### src/rtl/turf_event_fragmenter_pkg.sv
// Shared types, header field layout and header builder for the event fragmenter.
// Latency: n/a (declarations and a pure function only).
// Backpressure: n/a.
package turf_frag_pkg;

   // Fragment header field placement (LSB offset and width of each field)
   localparam int HDR_SIG_LSB  = 56;
   localparam int HDR_SIG_W    = 8;
   localparam int HDR_ADDR_LSB = 44;
   localparam int HDR_ADDR_W   = 12;
   localparam int HDR_IDX_LSB  = 34;
   localparam int HDR_IDX_W    = 10;
   localparam int HDR_NFM1_LSB = 24;
   localparam int HDR_NFM1_W   = 10;
   localparam int HDR_RSVD_LSB = 20;
   localparam int HDR_RSVD_W   = 4;
   localparam int HDR_LEN_LSB  = 0;
   localparam int HDR_LEN_W    = 20;

   // A 20-bit byte length rounds up to at most 2^17 words, which needs 18 bits
   localparam int LEN_WORDS_W  = 18;

   typedef enum logic [2:0] {
      S_IDLE,
      S_CALC,
      S_HDR,
      S_DATA,
      S_DRAIN,
      S_CHK0
   } frag_state_e;

   // One output beat: last flag, byte enables, payload
   typedef struct packed {
      logic        last;
      logic [7:0]  keep;
      logic [63:0] data;
   } frag_beat_t;

   function automatic logic [63:0] frag_header(
      input logic [HDR_SIG_W-1:0]  sig,
      input logic [HDR_ADDR_W-1:0] addr,
      input logic [HDR_IDX_W-1:0]  idx,
      input logic [HDR_NFM1_W-1:0] nfragm1,
      input logic [HDR_LEN_W-1:0]  len
   );
      logic [63:0] h;
      h = '0;
      h[HDR_SIG_LSB  +: HDR_SIG_W]  = sig;
      h[HDR_ADDR_LSB +: HDR_ADDR_W] = addr;
      h[HDR_IDX_LSB  +: HDR_IDX_W]  = idx;
      h[HDR_NFM1_LSB +: HDR_NFM1_W] = nfragm1;
      h[HDR_RSVD_LSB +: HDR_RSVD_W] = '0;
      h[HDR_LEN_LSB  +: HDR_LEN_W]  = len;
      return h;
   endfunction

endpackage

### src/rtl/turf_event_fragmenter_if.sv
// Bundle of the control, data and fragment AXI-stream channels of the fragmenter.
// Latency: n/a (wiring only).
// Backpressure: tvalid/tready on every channel; slave = fragmenter view, master = source/sink view.
interface turf_event_fragmenter_if;

   // Per-event control word: [11:0] address, [31:12] length in bytes
   logic [31:0] s_ctrl_tdata;
   logic        s_ctrl_tvalid;
   logic        s_ctrl_tready;

   // Event data stream
   logic [63:0] s_data_tdata;
   logic [7:0]  s_data_tkeep;
   logic        s_data_tlast;
   logic        s_data_tvalid;
   logic        s_data_tready;

   // Fragment stream towards the UDP transmitter
   logic [63:0] m_frag_tdata;
   logic [7:0]  m_frag_tkeep;
   logic        m_frag_tlast;
   logic        m_frag_tvalid;
   logic        m_frag_tready;

   modport slave (
      input  s_ctrl_tdata, s_ctrl_tvalid,
      output s_ctrl_tready,
      input  s_data_tdata, s_data_tkeep, s_data_tlast, s_data_tvalid,
      output s_data_tready,
      output m_frag_tdata, m_frag_tkeep, m_frag_tlast, m_frag_tvalid,
      input  m_frag_tready
   );

   modport master (
      output s_ctrl_tdata, s_ctrl_tvalid,
      input  s_ctrl_tready,
      output s_data_tdata, s_data_tkeep, s_data_tlast, s_data_tvalid,
      input  s_data_tready,
      input  m_frag_tdata, m_frag_tkeep, m_frag_tlast, m_frag_tvalid,
      output m_frag_tready
   );

endinterface

### src/rtl/turf_event_fragmenter_skid.sv
// Registered output stage plus one-entry skid buffer for a 64b data + 8b keep + last beat.
// Latency: 1 cycle from input accept to out_vld_o.
// Backpressure: in_rdy_o is registered (low only while the skid holds a beat); full 1 beat/cycle.
module axis_skid_64
   import turf_frag_pkg::*;
(
   input  logic       clk_i,
   input  logic       rst_n_i,
   input  logic       in_vld_i,
   output logic       in_rdy_o,
   input  frag_beat_t in_dat_i,
   output logic       out_vld_o,
   input  logic       out_rdy_i,
   output frag_beat_t out_dat_o
);

   logic       out_vld_q;
   frag_beat_t out_dat_q;
   logic       skid_vld_q;
   frag_beat_t skid_dat_q;

   // Output register refills from the skid first, else straight from the input; a beat that
   // arrives while the output is stalled parks in the skid.
   always_ff @(posedge clk_i) begin
      if (!rst_n_i) begin
         out_vld_q  <= 1'b0;
         out_dat_q  <= '0;
         skid_vld_q <= 1'b0;
         skid_dat_q <= '0;
      end else if (!out_vld_q || out_rdy_i) begin
         if (skid_vld_q) begin
            out_vld_q  <= 1'b1;
            out_dat_q  <= skid_dat_q;
            skid_vld_q <= 1'b0;
         end else begin
            out_vld_q <= in_vld_i;
            if (in_vld_i) begin
               out_dat_q <= in_dat_i;
            end
         end
      end else if (in_vld_i && !skid_vld_q) begin
         skid_vld_q <= 1'b1;
         skid_dat_q <= in_dat_i;
      end
   end

   assign in_rdy_o  = !skid_vld_q;
   assign out_vld_o = out_vld_q;
   assign out_dat_o = out_dat_q;

endmodule

### src/rtl/turf_event_fragmenter.sv
// Cuts each event into header-prefixed fragments of up to FRAG_WORDS payload words and checks data length.
// Latency: 1 cycle from input-word accept to m_frag_tvalid (CALC adds one cycle before each event header).
// Backpressure: s_data_tready follows the output skid's space; control accepted only in IDLE.
// Optional statistics counters are built when TURF_FRAG_STATS_EN is defined.
module turf_event_fragmenter
   import turf_frag_pkg::*;
#(
   parameter int         FRAG_WORDS = 128,
   parameter logic [7:0] SIGNATURE  = 8'hE5
) (
   input  logic                   aclk,
   input  logic                   aresetn,
   turf_event_fragmenter_if.slave bus,
   output logic                   err_o,
   output logic                   busy_o
`ifdef TURF_FRAG_STATS_EN
   ,
   output logic [31:0]            event_count_o,
   output logic [31:0]            frag_count_o,
   output logic [15:0]            err_count_o
`endif
);

   localparam int FW_LOG = $clog2(FRAG_WORDS);
   localparam int CNT_W  = FW_LOG + 1;
   localparam logic [CNT_W-1:0] FRAG_FULL = CNT_W'(FRAG_WORDS);

   frag_state_e             state_q;
   logic [HDR_ADDR_W-1:0]   addr_q;
   logic [HDR_LEN_W-1:0]    len_q;
   logic [LEN_WORDS_W-1:0]  rem_q;
   logic [HDR_IDX_W-1:0]    frag_idx_q;
   logic [HDR_NFM1_W-1:0]   nfragm1_q;
   logic [CNT_W-1:0]        frag_cnt_q;
   logic                    err_q;
   logic                    busy_q;
   logic                    ctrl_rdy_q;

   logic                    ctrl_hs;
   logic                    skid_rdy;
   logic                    data_rdy;
   logic                    data_hs;
   logic                    data_end;
   logic                    frag_full;
   logic                    push;
   frag_beat_t              in_beat;
   frag_beat_t              out_beat;
   logic [LEN_WORDS_W-1:0]  rem_next;
   logic [CNT_W-1:0]        cnt_next;

   logic [20:0]             len_round;
   logic [LEN_WORDS_W-1:0]  calc_words;
   logic [LEN_WORDS_W:0]    nfrag_sum;
   logic [LEN_WORDS_W-1:0]  calc_nfrag;
   logic [HDR_NFM1_W-1:0]   calc_nfragm1;

   // Event geometry from the latched length: words rounded up, fragments rounded up (min 1)
   always_comb begin
      len_round    = {1'b0, len_q} + 21'd7;
      calc_words   = len_round[20:3];
      nfrag_sum    = {1'b0, calc_words} + (LEN_WORDS_W+1)'(FRAG_WORDS - 1);
      calc_nfrag   = (calc_words == '0) ? LEN_WORDS_W'(1) : LEN_WORDS_W'(nfrag_sum >> FW_LOG);
      calc_nfragm1 = HDR_NFM1_W'(calc_nfrag - LEN_WORDS_W'(1));
   end

   assign ctrl_hs   = bus.s_ctrl_tvalid && ctrl_rdy_q;
   assign data_rdy  = ((state_q == S_DATA) && skid_rdy) ||
                      (state_q == S_DRAIN) || (state_q == S_CHK0);
   assign data_hs   = bus.s_data_tvalid && data_rdy;
   assign rem_next  = rem_q - LEN_WORDS_W'(1);
   assign cnt_next  = frag_cnt_q + CNT_W'(1);
   assign data_end  = (rem_next == '0);
   assign frag_full = (cnt_next == FRAG_FULL);

   // Beat offered to the output stage: header in HDR, pass-through payload in DATA
   always_comb begin
      push    = 1'b0;
      in_beat = '0;
      case (state_q)
         S_HDR: begin
            push         = skid_rdy;
            in_beat.data = frag_header(SIGNATURE, addr_q, frag_idx_q, nfragm1_q, len_q);
            in_beat.keep = 8'hFF;
            in_beat.last = (rem_q == '0);
         end
         S_DATA: begin
            push         = data_hs;
            in_beat.data = bus.s_data_tdata;
            if (data_end || bus.s_data_tlast) begin
               in_beat.keep = bus.s_data_tkeep;
               in_beat.last = 1'b1;
            end else begin
               in_beat.keep = 8'hFF;
               in_beat.last = frag_full;
            end
         end
         default: begin
            push    = 1'b0;
            in_beat = '0;
         end
      endcase
   end

   // Event sequencing: latch control, size the event, emit headers and payload, check length
   always_ff @(posedge aclk) begin
      if (!aresetn) begin
         state_q    <= S_IDLE;
         addr_q     <= '0;
         len_q      <= '0;
         rem_q      <= '0;
         frag_idx_q <= '0;
         nfragm1_q  <= '0;
         frag_cnt_q <= '0;
         err_q      <= 1'b0;
         busy_q     <= 1'b0;
         ctrl_rdy_q <= 1'b0;
      end else begin
         case (state_q)
            S_IDLE: begin
               if (ctrl_hs) begin
                  addr_q     <= bus.s_ctrl_tdata[11:0];
                  len_q      <= bus.s_ctrl_tdata[31:12];
                  ctrl_rdy_q <= 1'b0;
                  busy_q     <= 1'b1;
                  state_q    <= S_CALC;
               end else begin
                  ctrl_rdy_q <= 1'b1;
               end
            end
            S_CALC: begin
               rem_q      <= calc_words;
               nfragm1_q  <= calc_nfragm1;
               frag_idx_q <= '0;
               frag_cnt_q <= '0;
               state_q    <= S_HDR;
            end
            S_HDR: begin
               if (skid_rdy) begin
                  frag_cnt_q <= '0;
                  state_q    <= (rem_q == '0) ? S_CHK0 : S_DATA;
               end
            end
            S_DATA: begin
               if (data_hs) begin
                  rem_q      <= rem_next;
                  frag_cnt_q <= cnt_next;
                  if (data_end) begin
                     if (!bus.s_data_tlast) begin
                        err_q   <= 1'b1;
                        state_q <= S_DRAIN;
                     end else begin
                        ctrl_rdy_q <= 1'b1;
                        busy_q     <= 1'b0;
                        state_q    <= S_IDLE;
                     end
                  end else if (bus.s_data_tlast) begin
                     // Short event: remaining fragments are abandoned
                     err_q      <= 1'b1;
                     ctrl_rdy_q <= 1'b1;
                     busy_q     <= 1'b0;
                     state_q    <= S_IDLE;
                  end else if (frag_full) begin
                     frag_idx_q <= frag_idx_q + HDR_IDX_W'(1);
                     state_q    <= S_HDR;
                  end
               end
            end
            S_DRAIN: begin
               if (data_hs && bus.s_data_tlast) begin
                  ctrl_rdy_q <= 1'b1;
                  busy_q     <= 1'b0;
                  state_q    <= S_IDLE;
               end
            end
            S_CHK0: begin
               if (data_hs) begin
                  if (bus.s_data_tlast) begin
                     ctrl_rdy_q <= 1'b1;
                     busy_q     <= 1'b0;
                     state_q    <= S_IDLE;
                  end else begin
                     err_q   <= 1'b1;
                     state_q <= S_DRAIN;
                  end
               end
            end
            default: begin
               ctrl_rdy_q <= 1'b0;
               busy_q     <= 1'b0;
               state_q    <= S_IDLE;
            end
         endcase
      end
   end

   axis_skid_64 u_skid (
      .clk_i     (aclk),
      .rst_n_i   (aresetn),
      .in_vld_i  (push),
      .in_rdy_o  (skid_rdy),
      .in_dat_i  (in_beat),
      .out_vld_o (bus.m_frag_tvalid),
      .out_rdy_i (bus.m_frag_tready),
      .out_dat_o (out_beat)
   );

   assign bus.m_frag_tdata  = out_beat.data;
   assign bus.m_frag_tkeep  = out_beat.keep;
   assign bus.m_frag_tlast  = out_beat.last;
   assign bus.s_ctrl_tready = ctrl_rdy_q;
   assign bus.s_data_tready = data_rdy;
   assign err_o             = err_q;
   assign busy_o            = busy_q;

`ifdef TURF_FRAG_STATS_EN
   logic        evt_done;
   logic        mismatch;
   logic        frag_done;
   logic [31:0] event_count_q;
   logic [31:0] frag_count_q;
   logic [15:0] err_count_q;

   // Any tlast consumed in DATA/DRAIN/CHK0 returns the FSM to IDLE
   assign evt_done  = data_hs && bus.s_data_tlast &&
                      ((state_q == S_DATA) || (state_q == S_DRAIN) || (state_q == S_CHK0));
   assign mismatch  = data_hs && (((state_q == S_DATA) && (data_end != bus.s_data_tlast)) ||
                                  ((state_q == S_CHK0) && !bus.s_data_tlast));
   assign frag_done = bus.m_frag_tvalid && bus.m_frag_tready && bus.m_frag_tlast;

   // Event/fragment counters wrap; the mismatch counter saturates
   always_ff @(posedge aclk) begin
      if (!aresetn) begin
         event_count_q <= '0;
         frag_count_q  <= '0;
         err_count_q   <= '0;
      end else begin
         if (evt_done) begin
            event_count_q <= event_count_q + 32'd1;
         end
         if (frag_done) begin
            frag_count_q <= frag_count_q + 32'd1;
         end
         if (mismatch && (err_count_q != 16'hFFFF)) begin
            err_count_q <= err_count_q + 16'd1;
         end
      end
   end

   assign event_count_o = event_count_q;
   assign frag_count_o  = frag_count_q;
   assign err_count_o   = err_count_q;
`endif

endmodule
### src/flat_wrapper.sv
// flat-port wrapper written by rule: the top's interface ports become plain ports
module turf_event_fragmenter_flat import turf_frag_pkg::*;
#(
   parameter int         FRAG_WORDS = 128,
   parameter logic [7:0] SIGNATURE  = 8'hE5
)
  (aclk, aresetn, err_o, busy_o, bus_s_ctrl_tdata, bus_s_ctrl_tvalid, bus_s_ctrl_tready, bus_s_data_tdata, bus_s_data_tkeep, bus_s_data_tlast, bus_s_data_tvalid, bus_s_data_tready, bus_m_frag_tdata, bus_m_frag_tkeep, bus_m_frag_tlast, bus_m_frag_tvalid, bus_m_frag_tready);
  turf_event_fragmenter_if bus_i ();
  input  logic aclk;
  input  logic aresetn;
  output logic err_o;
  output logic busy_o;
  input wire logic [$bits(bus_i.s_ctrl_tdata)-1:0] bus_s_ctrl_tdata;
  input wire logic [$bits(bus_i.s_ctrl_tvalid)-1:0] bus_s_ctrl_tvalid;
  output wire logic [$bits(bus_i.s_ctrl_tready)-1:0] bus_s_ctrl_tready;
  input wire logic [$bits(bus_i.s_data_tdata)-1:0] bus_s_data_tdata;
  input wire logic [$bits(bus_i.s_data_tkeep)-1:0] bus_s_data_tkeep;
  input wire logic [$bits(bus_i.s_data_tlast)-1:0] bus_s_data_tlast;
  input wire logic [$bits(bus_i.s_data_tvalid)-1:0] bus_s_data_tvalid;
  output wire logic [$bits(bus_i.s_data_tready)-1:0] bus_s_data_tready;
  output wire logic [$bits(bus_i.m_frag_tdata)-1:0] bus_m_frag_tdata;
  output wire logic [$bits(bus_i.m_frag_tkeep)-1:0] bus_m_frag_tkeep;
  output wire logic [$bits(bus_i.m_frag_tlast)-1:0] bus_m_frag_tlast;
  output wire logic [$bits(bus_i.m_frag_tvalid)-1:0] bus_m_frag_tvalid;
  input wire logic [$bits(bus_i.m_frag_tready)-1:0] bus_m_frag_tready;
  assign bus_i.s_ctrl_tdata = bus_s_ctrl_tdata;
  assign bus_i.s_ctrl_tvalid = bus_s_ctrl_tvalid;
  assign bus_s_ctrl_tready = bus_i.s_ctrl_tready;
  assign bus_i.s_data_tdata = bus_s_data_tdata;
  assign bus_i.s_data_tkeep = bus_s_data_tkeep;
  assign bus_i.s_data_tlast = bus_s_data_tlast;
  assign bus_i.s_data_tvalid = bus_s_data_tvalid;
  assign bus_s_data_tready = bus_i.s_data_tready;
  assign bus_m_frag_tdata = bus_i.m_frag_tdata;
  assign bus_m_frag_tkeep = bus_i.m_frag_tkeep;
  assign bus_m_frag_tlast = bus_i.m_frag_tlast;
  assign bus_m_frag_tvalid = bus_i.m_frag_tvalid;
  assign bus_i.m_frag_tready = bus_m_frag_tready;
  turf_event_fragmenter #(.FRAG_WORDS(FRAG_WORDS), .SIGNATURE(SIGNATURE)) u_core (.aclk(aclk), .aresetn(aresetn), .bus(bus_i), .err_o(err_o), .busy_o(busy_o));
endmodule
### config.mk
export PLATFORM = sky130hd
export DESIGN_NAME = turf_event_fragmenter_flat
export DESIGN_NICKNAME = d
export VERILOG_FILES = /design/src/rtl/turf_event_fragmenter_pkg.sv /design/src/rtl/turf_event_fragmenter_if.sv /design/src/rtl/turf_event_fragmenter_skid.sv /design/src/rtl/turf_event_fragmenter.sv /design/src/flat_wrapper.sv
export SDC_FILE = /design/constraint.sdc
export NUM_CORES = 1
export LEC_CHECK = 0
export ABC_AREA = 1
export BUFFER_PORTS_ARGS = -buffer_cell sky130_fd_sc_hd__buf_4
export CAP_MARGIN = 20
export CORE_MARGIN = 2
export CORE_UTILIZATION = 40
export CTS_BUF_LIST = sky130_fd_sc_hd__clkbuf_4
export CTS_CLUSTER_SIZE = 25
export DETAILED_ROUTE_END_ITERATION = 10
export GPL_ROUTABILITY_DRIVEN = 0
export GPL_TIMING_DRIVEN = 0
export HOLD_SLACK_MARGIN = 0.02
export SYNTH_ARGS = -nofsm -noshare
export SYNTH_HDL_FRONTEND = slang
export SYNTH_SLANG_ARGS = --single-unit
### constraint.sdc
create_clock -name aclk -period 4.24 [get_ports aclk]
set_input_delay 0.848 -clock aclk [delete_from_list [all_inputs] [get_ports aclk]]
set_output_delay 0.848 -clock aclk [all_outputs]
set_load 0.02 [all_outputs]
## Word-level counts from Yosys, hierarchy flattened

Index checks and enable logic that the tools add are counted.

- Output and inout bits: 78
- Logic and storage cells: 120
- Bits in registers: 232
- Bits of input ports: 110

- Equality and inequality tests: 18
- Bitwise logic cells: 3
- Muxes and demuxes: 43
- Reductions and logical operators: 32
- $add $sub $neg: 6

Operators by type and width:

| kind | count |
|---|---|
| 73-bit 2-to-1 mux | 2 |
| 73-bit case mux with 2 select lines | 1 |
| 18-bit zero test | 3 |
| 10-bit 2-to-1 mux | 5 |
| 18-bit case mux with 2 select lines | 1 |
| 3-bit 2-to-1 mux | 10 |
| 8-bit case mux with 3 select lines | 1 |
| 20-bit by 3-bit adder with 21-bit output (second input constant) | 1 |
| 10-bit case mux with 2 select lines | 1 |
| 18-bit 2-to-1 mux | 1 |
| 3-bit case mux with 6 select lines | 1 |
| 18-bit by 1-bit subtractor with 18-bit output (second input constant) | 1 |
| 17-bit by 7-bit adder with 17-bit output (second input constant) | 1 |
| 8-bit 2-to-1 mux | 2 |
| 1-bit 2-to-1 mux | 13 |
| 2-bit by 1-bit != test with 1-bit output (second input constant) | 6 |
| 10-bit by 1-bit adder with 10-bit output (second input constant) | 1 |
| 5-bit AND reduction | 2 |
| 10-bit by 1-bit subtractor with 10-bit output (second input constant) | 1 |
| 9-bit 2-to-1 mux | 1 |
| 8-bit by 1-bit adder with 8-bit output (second input constant) | 1 |
| 8-bit == test (second input constant) | 1 |
| 2-bit != test (second input constant) | 4 |
| 1-bit case mux with 4 select lines | 2 |
| other kinds (18) | 39 |

## Logic depth before layout (Yosys ltp)

Gate-level depths: netlist of the first run.

- Depth in word-level cells: 8
- Depth in mapped cells: 22
- Mapped depth without buffers: 21

## Modules after synthesis

A second synthesis of the first run with hierarchy kept.

- Cell total of the unflattened synthesis: 2,060
- Area total of the unflattened synthesis: 12,889.9 sq um

By module, submodules not included:

| module | area each (sq um) | sequential area each (sq um) | cells an instance | times used |
|---|---|---|---|---|
| axis_skid_64 | 6,920.4 | 2,962.8 | 1,109 | 1 |
| turf_event_fragmenter | 5,969.5 | 1,681.6 | 951 | 1 |

## Worst setup path after synthesis of the first run

No wires, ideal clock.

- Path type: reg2reg
- From: register u_core.len_q[0]
- To: register u_core.nfragm1_q[8]
- Stages on the path, launching flop included: 21
- Setup time: 0.109 ns
- Period minus slack after synthesis: 2.324 ns
- Data arrival time: 2.215 ns
- Path buffers: 1
- Slack: 1.916 ns
- Required time: 4.131 ns
- Cell sequence: dfxtp_1 -> nor2_2 -> nand2_2 -> buf_6 -> nand3_1 -> nand2_1 -> a21oi_4 -> nand3_4 -> nand2_1 -> nand2_1 -> a21oi_4 -> ha_1 -> inv_1 -> nor2_4 -> inv_2 -> nor2_4 -> nand2_1 -> nand2_1 -> nand3_1 -> nand2_1 -> inv_1

- Cells in the longest elaborated chain, start to end: 4
- Elaborated cells on any way between the ends: 5
- Classes of those cells: add/sub: 3; mux: 1; reduce/logical: 1

Ends and longest elaborated chain:

| item | RTL line | text |
|---|---|---|
| start, declared | turf_event_fragmenter.sv:30 | `logic [HDR_LEN_W-1:0] len_q;` |
| start signal, assigned | turf_event_fragmenter.sv:122 | `len_q <= bus.s_ctrl_tdata[31:12];` |
| 20-bit by 3-bit adder with 21-bit output (*) | turf_event_fragmenter.sv:59 | `len_round = {1'b0, len_q} + 21'd7;` |
| 17-bit by 7-bit adder with 17-bit output or 18-bit zero test (tied branches) | turf_event_fragmenter.sv:61, turf_event_fragmenter.sv:62 |  |
| 10-bit 2-to-1 mux (*) | turf_event_fragmenter.sv:62 | `calc_nfrag = (calc_words == '0) ? LEN_WORDS_W'(1) : LEN_WORDS_W'(nfrag_sum >> FW_LOG);` |
| 10-bit by 1-bit subtractor with 10-bit output (*) | turf_event_fragmenter.sv:63 | `calc_nfragm1 = HDR_NFM1_W'(calc_nfrag - LEN_WORDS_W'(1));` |
| end signal, assigned | turf_event_fragmenter.sv:132 | `nfragm1_q <= calc_nfragm1;` |
| end, declared | turf_event_fragmenter.sv:33 | `logic [HDR_NFM1_W-1:0] nfragm1_q;` |

Mark *: on every way between the ends. The rest lies on a longest branch, timed or not.
A chain may end at the register's enable or synchronous reset.

## Final worst setup path of the first run

- From: register u_core.state_q[2]
- To: register u_core.frag_cnt_q[2]

- Cells in the longest elaborated chain, start to end: 7
- Elaborated cells on any way between the ends: 14
- Classes of those cells: eq/ne: 7; mux: 1; reduce/logical: 6

Ends and longest elaborated chain:

| item | RTL line | text |
|---|---|---|
| start, declared | turf_event_fragmenter.sv:28 | `frag_state_e state_q;` |
| start signal, assigned | turf_event_fragmenter.sv:140 | `state_q <= (rem_q == '0) ? S_CHK0 : S_DATA;` |
| 3-bit by 2-bit == test with 1-bit output | turf_event_fragmenter.sv:67, turf_event_fragmenter.sv:118 |  |
| 1-bit logical AND | turf_event_fragmenter.sv:67 | `assign data_rdy = ((state_q == S_DATA) && skid_rdy) \|\|` |
| 1-bit logical OR | turf_event_fragmenter.sv:67 |  |
| 1-bit logical OR | turf_event_fragmenter.sv:68 | `(state_q == S_DRAIN) \|\| (state_q == S_CHK0);` |
| 1-bit logical AND | turf_event_fragmenter.sv:69 | `assign data_hs = bus.s_data_tvalid && data_rdy;` |
| 2-bit by 1-bit != test with 1-bit output (no line) | - |  |
| 3-bit AND reduction (no line) | - |  |
| end signal, assigned | turf_event_fragmenter.sv:146 | `frag_cnt_q <= cnt_next;` |
| end, declared | turf_event_fragmenter.sv:34 | `logic [CNT_W-1:0] frag_cnt_q;` |

Several ways; a longest one is shown, not always the timed one.

==> results of run 1 <==
==> sequential cells by signal (all words and copies together) (netlist names), 3 cells and up <==
signal                    cells
u_core.frag_cnt_q             8
u_core.u_skid.out_dat_o      73
u_core.state_q                3
u_core.rem_q                 18
u_core.addr_q                12
u_core.frag_idx_q            10
u_core.nfragm1_q             10
u_core.u_skid.skid_dat_q     73
u_core.len_q                 20
==> through the flow <==
step           cell area, µm²  worst slack, ps  cells  hold slack, ps   util
6_report                14300             1320   2413             454  0.500
2_1_floorplan           11600             1920   1725             425      -
3_3_place_gp            13500             1450   2296             438  0.470
3_5_place_dp            13500             1410   2296             447  0.470
5_1_grt                 14300             1170   2413             447  0.500
4_1_cts                 14300             1360   2411             414  0.500
==> worst max-delay path by stage <==
| stage | startpoint | to | slack (ps) | depth (start not counted) |
|---|---|---|---|---|
| after floorplan | u_core.len_q[0]$_SDFFE_PN0P_ | u_core.nfragm1_q[8]$_SDFFE_PN0P_ | 1920 | 20 |
| after global routing | u_core.len_q[4]$_SDFFE_PN0P_ | u_core.nfragm1_q[8]$_SDFFE_PN0P_ | 1170 | 20 |
| after global placement | u_core.state_q[2]$_SDFFE_PN0P_ | u_core.frag_cnt_q[2]$_SDFFE_PN0P_ | 1450 | 9 |
| final | u_core.state_q[2]$_SDFFE_PN0P_ | u_core.frag_cnt_q[2]$_SDFFE_PN0P_ | 1320 | 9 |
| after CTS | u_core.state_q[2]$_SDFFE_PN0P_ | u_core.frag_cnt_q[2]$_SDFFE_PN0P_ | 1360 | 9 |
| after detailed placement | u_core.state_q[2]$_SDFFE_PN0P_ | u_core.frag_cnt_q[2]$_SDFFE_PN0P_ | 1410 | 9 |
==> routing by layer <==
layer | GRT usage | part of all wire
met4 | 0.0994 | 0.028
met3 | 0.0479 | 0.074
met5 | 0 | 0
met2 | 0.402 | 0.43
met1 | 0.364 | 0.46
==> cell usage in the layout, fill, tap and decap left out, drive strengths merged, types with 2 or more instances in the layout <==
| cell | instances |
|---|---|
| clkbuf | 170 |
| nand3 | 61 |
| o21ai | 188 |
| a21oi | 143 |
| xnor2 | 7 |
| a31oi | 67 |
| o211ai | 23 |
| clkinv | 14 |
| nand4 | 16 |
| buf | 217 |
| nor3 | 13 |
| diode | 2 |
| nor3b | 2 |
| ha | 5 |
| a211oi | 2 |
| a22o | 7 |
| inv | 139 |
| xor2 | 19 |
| or2 | 4 |
| bufinv | 2 |
| nand2 | 519 |
| nor2 | 169 |
| dfxtp | 232 |
==> cell families (layout without fill, tap and decap cells) <==
logic type,count (synthesis),after routing,share of synthesized area
simple gates,786,786,0.282
compound gates,435,435,0.207
buf+inv,241,543,0.0839
flops,232,232,0.402
xor+xnor,26,26,0.0197
fa+ha+maj,5,5,0.00541
other cells,0,2,0
==> Yosys cell counts, drive strengths merged <==
master,count,area share
a211oi,2,0.0013
a21oi,143,0.064
a221oi,1,0.00076
a22o,7,0.0053
a31oi,67,0.036
a41oi,1,0.00076
buf,30,0.015
clkbuf,71,0.023
clkinv,3,0.00097
dfxtp,232,0.40
ha,5,0.0054
inv,137,0.044
nand2,519,0.17
nand3,61,0.029
nand3b,1,0.00065
nand4,16,0.0087
nor2,169,0.062
nor3,13,0.0056
nor3b,2,0.0013
nor4,1,0.00054
o211ai,23,0.015
o21ai,188,0.082
o21bai,1,0.00065
o22ai,1,0.00054
o31ai,1,0.00065
or2,4,0.0022
xnor2,7,0.0053
xor2,19,0.014
==> critical path, delay by kind of cell, from the launching register on <==
kind            cells  cell delay, ps
simple gates        6            1390
buf+inv             2             850
flops               1             370
compound gates      1             160
==> final cells by class <==
class	count	area share
diodes	2	0.000349
plain buffers	101	0.0311
clock buffers	99	0.0519
clock inverters	16	0.00839
inverters	140	0.0367
multi-input cells	1252	0.416
flip-flops and latches	232	0.324
well taps	384	0.0336
repair buffers	187	0.0980
==> where the power goes <==
group | leakage, nW | internal (mW) | switching, mW | total (mW)
registers | 1.88 | 2.55 | 0.259 | 2.81
clock network | 0.517 | 1.19 | 0.998 | 2.19
logic | 3.46 | 1.19 | 2.31 | 3.50
==> metrics, run 1 <==
clk sink count roughly 230; aggregate global-route resource usage 0.261; Hold Crit Start bus_s_ctrl_tdata[23]; multi-input combinational cell area between 5000 and 6000 µm²; area grow syn2layout 23.8%; FF/Latch Area 4640 µm²; final-stage net count roughly 2,100; worst-path fanout max 10; first-pass GRT wire length between 60,000 and 70,000 µm; # DRC 0; antenna violations before repair 2; drt via density 5.20; Syn Nets between 1,500 and 2,000; worst setup path class reg2reg; maximum VDD drop 0.234 mV; Max Cap Viol 0; status finished clean; Layout Skew 36.2 ps; worst stage delay on the critical path 750 ps; Hold Path Stages 3; Pwr Total 8.49 mW; Overflow after GRT 0; Top cell by count, worst path nor2_1; cells along the critical path inv_2 -> nand2_2 -> nor2_4 -> clkbuf_1 -> nand2_1 -> nand3_1 -> nor2_1 -> o21ai_0 -> nor2_1; Pleak 5.86 nW; number of I/O port buffers 187; Worst Path Required 4770 ps; Hold Path End u_core.len_q[11]$_SDFFE_PN0P_; I/O Pins 188; Slew Viols, Final 0; CTS max path bufs 3; post-route ant nets 0; FILL cells 2,995; Synth Area per Inst 6.71 µm²; worst slew pin tran 1070 ps; detailed router's first-iteration violation count 1,157; crit path DAT 3450 ps; Die X around 170 µm; Final HPWL DP a little under 30,000 µm; Power Density 593 nW/µm²; Post-CTS Setup Bufs 0; share of layout cells above drive strength 1 0.186; Distinct cells, synth 44; DRT Pass-1 Iters 6; hold buffers post-CTS 0; root buffer cell clkbuf_4; largest net degree at the start of global routing 11; CTS tree yes; clock slew at reported path FFs 60 ps; Critical Path End Type flop; unrepaired setup endpoints after global routing no; R2R depth 9; post-synthesis sequential area ratio 0.402; vias in the first global route 11,638; Worst Hold Class in2reg; Slowest cell on crit path clkbuf_1; Starting Density 0.404; period utilization 0.688; die area 30,300 µm²; post-CTS resize count 0; Vias 12,551; Max Clock Freq 0.343 GHz; Die H 174 µm; final setup fails 0; post-synthesis register bit count approximately 230; CP Launch Type flop; Reg-to-Reg Start u_core.state_q[2]$_SDFFE_PN0P_; final hold vios 0; Setup TNS 0 ps; routed wire length per instance 16.7 µm; number of H-tree levels 3; Mapped Cells about 1,700; Clk Latency, worst-skew pair roughly 680 ps; count of yosys warnings during synthesis 0; final WL 40,300 µm; core footprint 28,600 µm²; synthesized area around 12,000 µm²; reg2reg setup slack 1320 ps; row cnt a little over 60; Period minus WS final between 2000 and 3000 ps; CTS buffer count 67; reg2reg end u_core.frag_cnt_q[2]$_SDFFE_PN0P_; slew margin rel. 0.287
Note: power is estimated with default switching activity, not from simulation.
==> run 2, diff against run 1 <==
--- a/config.mk
+++ b/config.mk
@@ -5,7 +5,7 @@
 export SDC_FILE = /design/constraint.sdc
 export NUM_CORES = 1
 export LEC_CHECK = 0
-export ABC_AREA = 1
+export ABC_AREA = 0
 export BUFFER_PORTS_ARGS = -buffer_cell sky130_fd_sc_hd__buf_4
 export CAP_MARGIN = 20
 export CORE_MARGIN = 2
==> constraint.sdc (replaced) <==
create_clock -name aclk -period 2.36 [get_ports aclk]
set_input_delay 0.472 -clock aclk [delete_from_list [all_inputs] [get_ports aclk]]
set_output_delay 0.472 -clock aclk [all_outputs]
set_load 0.02 [all_outputs]
==> metrics, run 2 <==
status finished, violations left; failing checks setup timing; Critical Path End Type flop; CTS max path bufs 3 (unchanged); final-stage net count 1,892 (-9.7%); CP delay by family, top simple AND/OR/NAND/NOR gates; share of layout cells above drive strength 1 0.281 (+0.0945); fin worst setup slack -329 ps (-1650 ps); Synth area leaders dfxtp_1 41%, a21oi_1 9.4%, nor3_1 6.5%; root buffer cell clkbuf_4; number of H-tree levels 3 (unchanged); Syn Nets 1,578 (-14%); CTS buffer count 66 (-1.5%); Slew Viols, Final 0 (unchanged); clk sink count 232 (unchanged); Pleak 5.69 nW (-2.9%); die area 29,500 µm² (-2.6%); switch share 0.401 (-0.0193); Slowest cell on crit path or4_4; period utilization 1.14 (+0.451); cells along the critical path buf_8 -> nand4_1 -> or4_4 -> nand3b_1 -> nor3_2 -> nor2_2 -> ha_4 -> nor4b_4 -> o21ai_2 -> o22ai_1 -> xnor2_1 -> a21oi_1; row cnt 61 (-1.6%); # DRC 0 (unchanged); first-pass GRT wire length 62,000 µm (-1.3%); Starting Density 0.405 (+0.00110); Final Hold Slack 36.3 ps (-417 ps); aggregate global-route resource usage 0.269 (+0.00735); Die X 172 µm (-1.3%); worst-path fanout max 5 (-5); most frequent cells in the layout 232 x buf_4, 214 x dfxtp_1, 205 x a21oi_1, 175 x nor2_1, 133 x nor3_1; Max Cap Viol 0 (unchanged); Die H 172 µm (-1.3%); largest net degree at the start of global routing 11 (unchanged); DRT Pass-1 Iters 5 (-1); clock slew at reported path FFs 70 ps (about the same); crit path DAT 3230 ps (-220 ps); slew margin rel. 0.405 (+0.118); EDFF count, synth 0 (unchanged); Setup TNS -3780 ps (-3780 ps); Primary FF master, synth dfxtp_1; worst slew pin tran 892 ps (-177 ps); detailed router's first-iteration violation count 1,067 (-7.8%); clock power share 0.227 (-0.030); Distinct cells, synth 67 (+52%); FILL cells 2,741 (-8.5%); Clk Latency, worst-skew pair 690 ps (about the same); worst setup path class reg2reg; Period minus WS final 2690 ps (-229 ps); Mapped Cells 1,463 (-15%); Worst Hold Class in2reg; Synth async-reset ratio 0 (unchanged); post-synth top area cell dfxtp_1; count of yosys warnings during synthesis 0 (unchanged); vias in the first global route 11,624 (-0.12%); Worst Path Required 2910 ps (-1860 ps); post-route ant nets 0 (unchanged); worst stage delay on the critical path 590 ps (-160 ps); sw power 6.54 mW (+83%); I/O Pins 188 (unchanged); combinational power share 0.452 (+0.041); Vias 12,391 (-1.3%); CP Launch Type flop; Layout Skew 46.6 ps (+10.4 ps); Power Density 1070 nW/µm² (+81%); Final HPWL DP 28,700 µm (-3.1%); final setup fails 34 (+34); top-count cell post-synth dfxtp_1; Synth Area per Inst 7.69 µm² (+15%); antenna violations before repair 1 (-1); final WL 41,100 µm (+2.0%); maximum VDD drop 0.688 mV (+190%); post-synthesis register bit count 232 (unchanged); CTS tree yes; unrepaired setup endpoints after global routing yes; Max Clock Freq 0.372 GHz (+8.5%); core footprint 27,800 µm² (-2.9%); synthesized area 11,300 µm² (-2.7%); final hold vios 0 (unchanged); area grow syn2layout 35.1%; top-area cell type share of the netlist area 0.413 (+0.0111); top cells by count, synth 232 x dfxtp_1, 212 x a21oi_1, 181 x nor2_1; internal power 9.79 mW (+99%); worst path bufs/invs 1 (-1); sequential fraction of design power 0.320 (-0.011); routed wire length per instance 18.8 µm (+12%); drt via density 5.66 (+8.8%); Overflow after GRT 0 (unchanged); post-synthesis sequential area ratio 0.413 (+0.0111); most common cell after layout, fill and taps aside buf_4; number of I/O port buffers 187 (unchanged)
[run 2: cell types whose count changed in the layout (fill, tap and decap cells not counted), moves of 20 or more]
cell      change
a21oi_1      +65
nor2_1       +22
clkbuf_2     +35
inv_1        -99
nor3_1      +120
a31oi_1      -55
buf_4        +34
nand2_1     -377
mux2i_1      +52
a211oi_1     +62
o21ai_0     -133
nand3_1      -20
[run 2: layout make-up]
cell class	instances	area, µm²	area share
multi-input cells	1073	6560	0.431
repair buffers	252	1980	0.130
well taps	378	473	0.0311
diodes	1	2.50	0.000165
inverters	29	115	0.00757
clock inverters	10	104	0.00683
clock buffers	92	691	0.0454
flip-flops and latches	232	4680	0.308
plain buffers	123	608	0.0400
[run 2: path summary, 6_finish.rpt]
path                                       to  depth (start not counted)  slack, ps                      startpoint
max          u_core.nfragm1_q[6]$_SDFFE_PN0P_                         12       -330   u_core.len_q[12]$_SDFFE_PN0P_
min reg2reg    u_core.addr_q[10]$_SDFFE_PN0P_                          2        450  u_core.addr_q[10]$_SDFFE_PN0P_
max reg2reg  u_core.nfragm1_q[6]$_SDFFE_PN0P_                         12       -330   u_core.len_q[12]$_SDFFE_PN0P_
min             u_core.len_q[12]$_SDFFE_PN0P_                          3         40            bus_s_ctrl_tdata[24]
[run 2: power groups by stage]
| stage | registers [mW] | clock network, mW | logic, mW |
|---|---|---|---|
| after floorplan | 5.73 | 0 | 3.53 |
| after global placement | 5.23 | 0 | 6.23 |
| after detailed placement | 5.25 | 0 | 6.29 |
| after CTS | 5.19 | 3.79 | 6.87 |
| after global routing | 5.31 | 3.97 | 7.99 |
| final | 5.23 | 3.71 | 7.39 |
[run 2: routing by layer]
metal,global-route usage,vias up,routed length [µm]
met1,0.358,5882,18100
met4,0.101,0,1110
li1,-,5920,-
met3,0.0490,86,2790
met2,0.434,503,19100
met5,0,-,0
[run 2: logic make-up after synthesis]
kind of cell | after synthesis | synth area share
AND/OR/NAND/NOR | 579 | 0.239
AO/OA/AOI/OAI | 409 | 0.220
flip-flops | 232 | 0.413
buffers and inverters | 158 | 0.0545
multiplexers | 52 | 0.0462
XOR/XNOR | 28 | 0.0225
adder cells (fa/ha/maj) | 5 | 0.00556
[run 2: timing repair]
action / in CTS / in global routing
hold buffers: 5 / 0
setup endpoints to repair: 226 / 169
endpoints found under the hold margin: 5 / 0
buffers inserted: 34 / 27
pin swaps: 33 / 41
resized for setup: 84 / 146
cloned: 1 / 0
[run 2: per-stage QoR]
stage	setup WS [ps]	utilization	power [mW]	instance area, µm²	cells
floorplan	-270	-	9.26	11400	1463
global placement	-1150	0.477	11.5	13300	2028
detailed placement	-1060	0.477	11.5	13300	2028
CTS	-399	0.526	15.8	14600	2168
global route	-422	0.547	17.3	15200	2190
finish	-329	0.547	16.3	15200	2190
[run 2: tightest hold or removal path, cell delays in order]
cell,delay [ps]
buf_4,110
nand2_1,50
a21oi_1,50
==> run 3, diff against run 2 <==
--- a/config.mk
+++ b/config.mk
@@ -16,6 +16,7 @@
 export GPL_ROUTABILITY_DRIVEN = 0
 export GPL_TIMING_DRIVEN = 0
 export HOLD_SLACK_MARGIN = 0.02
+export RECOVER_POWER = 100
 export SYNTH_ARGS = -nofsm -noshare
 export SYNTH_HDL_FRONTEND = slang
 export SYNTH_SLANG_ARGS = --single-unit
==> metrics, run 3 (same netlist as run 2, synthesis figures left out) <==
status finished, violations left; failing checks setup timing; Die H 172 µm (unchanged); number of H-tree levels 3 (unchanged); most frequent cells in the layout 214 x dfxtp_1, 205 x a21oi_1, 175 x nor2_1, 155 x buf_4, 141 x clkbuf_1; final WL 41,200 µm (+0.16%); Max Cap Viol 0 (unchanged); clock slew at reported path FFs 70 ps (about the same); Starting Density 0.405 (unchanged); period utilization 1.14 (-0.00271); FILL cells 2,821 (+2.9%); row cnt 61 (unchanged); core footprint 27,800 µm² (unchanged); Worst Path Required 2920 ps (about the same); detailed router's first-iteration violation count 1,085 (+1.7%); Period minus WS final 2680 ps (-6.41 ps); routed wire length per instance 18.8 µm (+0.16%); CP Launch Type flop; Critical Path End Type flop; Pleak 5.37 nW (-5.7%); crit path DAT 3240 ps (about the same); post-route ant nets 0 (unchanged); final hold vios 0 (unchanged); Clk Latency, worst-skew pair 700 ps (about the same); clk sink count 232 (unchanged); fin worst setup slack -323 ps (+6.41 ps); Pwr Total 15.9 mW (-2.5%); Power Density 1070 nW/µm² (-0.50%); root buffer cell clkbuf_4; worst slew pin tran 895 ps (+3.25 ps); Layout Skew 48.9 ps (+2.32 ps); antenna violations before repair 1 (unchanged); vias in the first global route 11,624 (unchanged); CTS max path bufs 3 (unchanged); Max Clock Freq 0.373 GHz (+0.24%); # DRC 0 (unchanged); final setup fails 97 (+190%); CTS tree yes; largest net degree at the start of global routing 11 (unchanged); aggregate global-route resource usage 0.269 (unchanged); worst-path fanout max 5 (unchanged); share of layout cells above drive strength 1 0.237 (-0.0436); most common cell after layout, fill and taps aside dfxtp_1; Slew Viols, Final 0 (unchanged); pre-CTS WS -1060 ps (unchanged); die area 29,500 µm² (unchanged); slew margin rel. 0.403 (-0.00216); I/O Pins 188 (unchanged); worst setup path class reg2reg; Final HPWL DP 28,700 µm (unchanged); final-stage net count 1,892 (unchanged); Die X 172 µm (unchanged); Vias 12,389 (-0.016%); area grow syn2layout 32.4%; maximum VDD drop 0.647 mV (-6.0%); DRT Pass-1 Iters 6 (+1); drt via density 5.66 (about the same); unrepaired setup endpoints after global routing yes; Overflow after GRT 0 (unchanged); first-pass GRT wire length 62,000 µm (unchanged); Worst Hold Class in2reg; CTS buffer count 66 (unchanged); reg2reg setup slack -320 ps (about the same); number of I/O port buffers 187 (unchanged)
-- run 3: changes by cell type in the layout (fill, tap and decap cells not counted) --
cell,delta
nor2_4,-2
buf_4,-77
clkbuf_1,+78
inv_1,+1
clkbuf_2,-1
nor2_2,+2
inv_2,-1
-- run 3: critical path: stages (launching register included) --
cell and delay [ps]:
dfxtp_2 330, buf_8 100, nand4_1 150, or4_4 590, nand3b_1 160, nor3_2 70, nor2_2 150, ha_4 180
nor4b_4 230, o21ai_2 100, o22ai_1 250, xnor2_1 160, a21oi_1 90
-- run 3: path summary, 6_finish.rpt --
| path | from | end | cells after the start |
|---|---|---|---|
| worst max-delay path | u_core.len_q[12]$_SDFFE_PN0P_ | u_core.nfragm1_q[6]$_SDFFE_PN0P_ | 12 |
| worst min-delay path | bus_s_ctrl_tdata[24] | u_core.len_q[12]$_SDFFE_PN0P_ | 3 |
| worst max register to register | u_core.len_q[12]$_SDFFE_PN0P_ | u_core.nfragm1_q[6]$_SDFFE_PN0P_ | 12 |
| worst min register to register | u_core.u_skid.skid_dat_q[60]$_SDFFE_PN0P_ | u_core.u_skid.skid_dat_q[60]$_SDFFE_PN0P_ | 2 |
-- run 3: metal layers --
layer / global-route usage / wire length [µm] / part of all wire / vias to the layer above
li1: - / - / - / 5913
met1: 0.358 / 18100 / 0.44 / 5887
met2: 0.434 / 19100 / 0.46 / 505
met3: 0.0490 / 2910 / 0.071 / 84
met4: 0.101 / 1080 / 0.026 / 0
met5: 0 / 0 / 0 / -
-- run 3: what timing repair did --
item | CTS | global route
pin swaps | 33 | 41
hold buffers | 5 | 0
gates cloned | 1 | 0
setup buffers | 34 | 27
hold endpoints to repair | 5 | 0
endpoints found under the setup margin | 226 | 169
resized for setup | 84 | 146
-- run 3: final cells by class --
| type | count | area, µm² | share of cell area |
|---|---|---|---|
| inverter | 29 | 115 | 0.00772 |
| clock inverter | 10 | 104 | 0.00697 |
| clock buffer | 92 | 691 | 0.0463 |
| timing repair buffer | 252 | 1690 | 0.113 |
| tap | 378 | 473 | 0.0317 |
| multi-input combinational | 1073 | 6550 | 0.439 |
| sequential | 232 | 4680 | 0.314 |
| antenna | 1 | 2.50 | 0.000168 |
| buffer | 123 | 607 | 0.0407 |
-- run 3: per-stage QoR --
step	hold slack (ps)	TNS (ps)	instances	utilization	instance area, µm²
CTS	24.5	-5530	2168	0.526	14600
floorplan	431	-1680	1463	-	11400
detailed placement	447	-89840	2028	0.477	13300
finish	29.3	-9050	2190	0.537	14900
global route	22.0	-21450	2190	0.537	14900
global placement	442	-93130	2028	0.477	13300
-- run 3: where the power goes --
part           switching [mW]  leakage (nW)  internal (mW)
sequential              0.568          1.89           4.65
combinational            4.26          3.01           2.73
clock                    1.73         0.468           2.00
total                    6.55          5.37           9.38
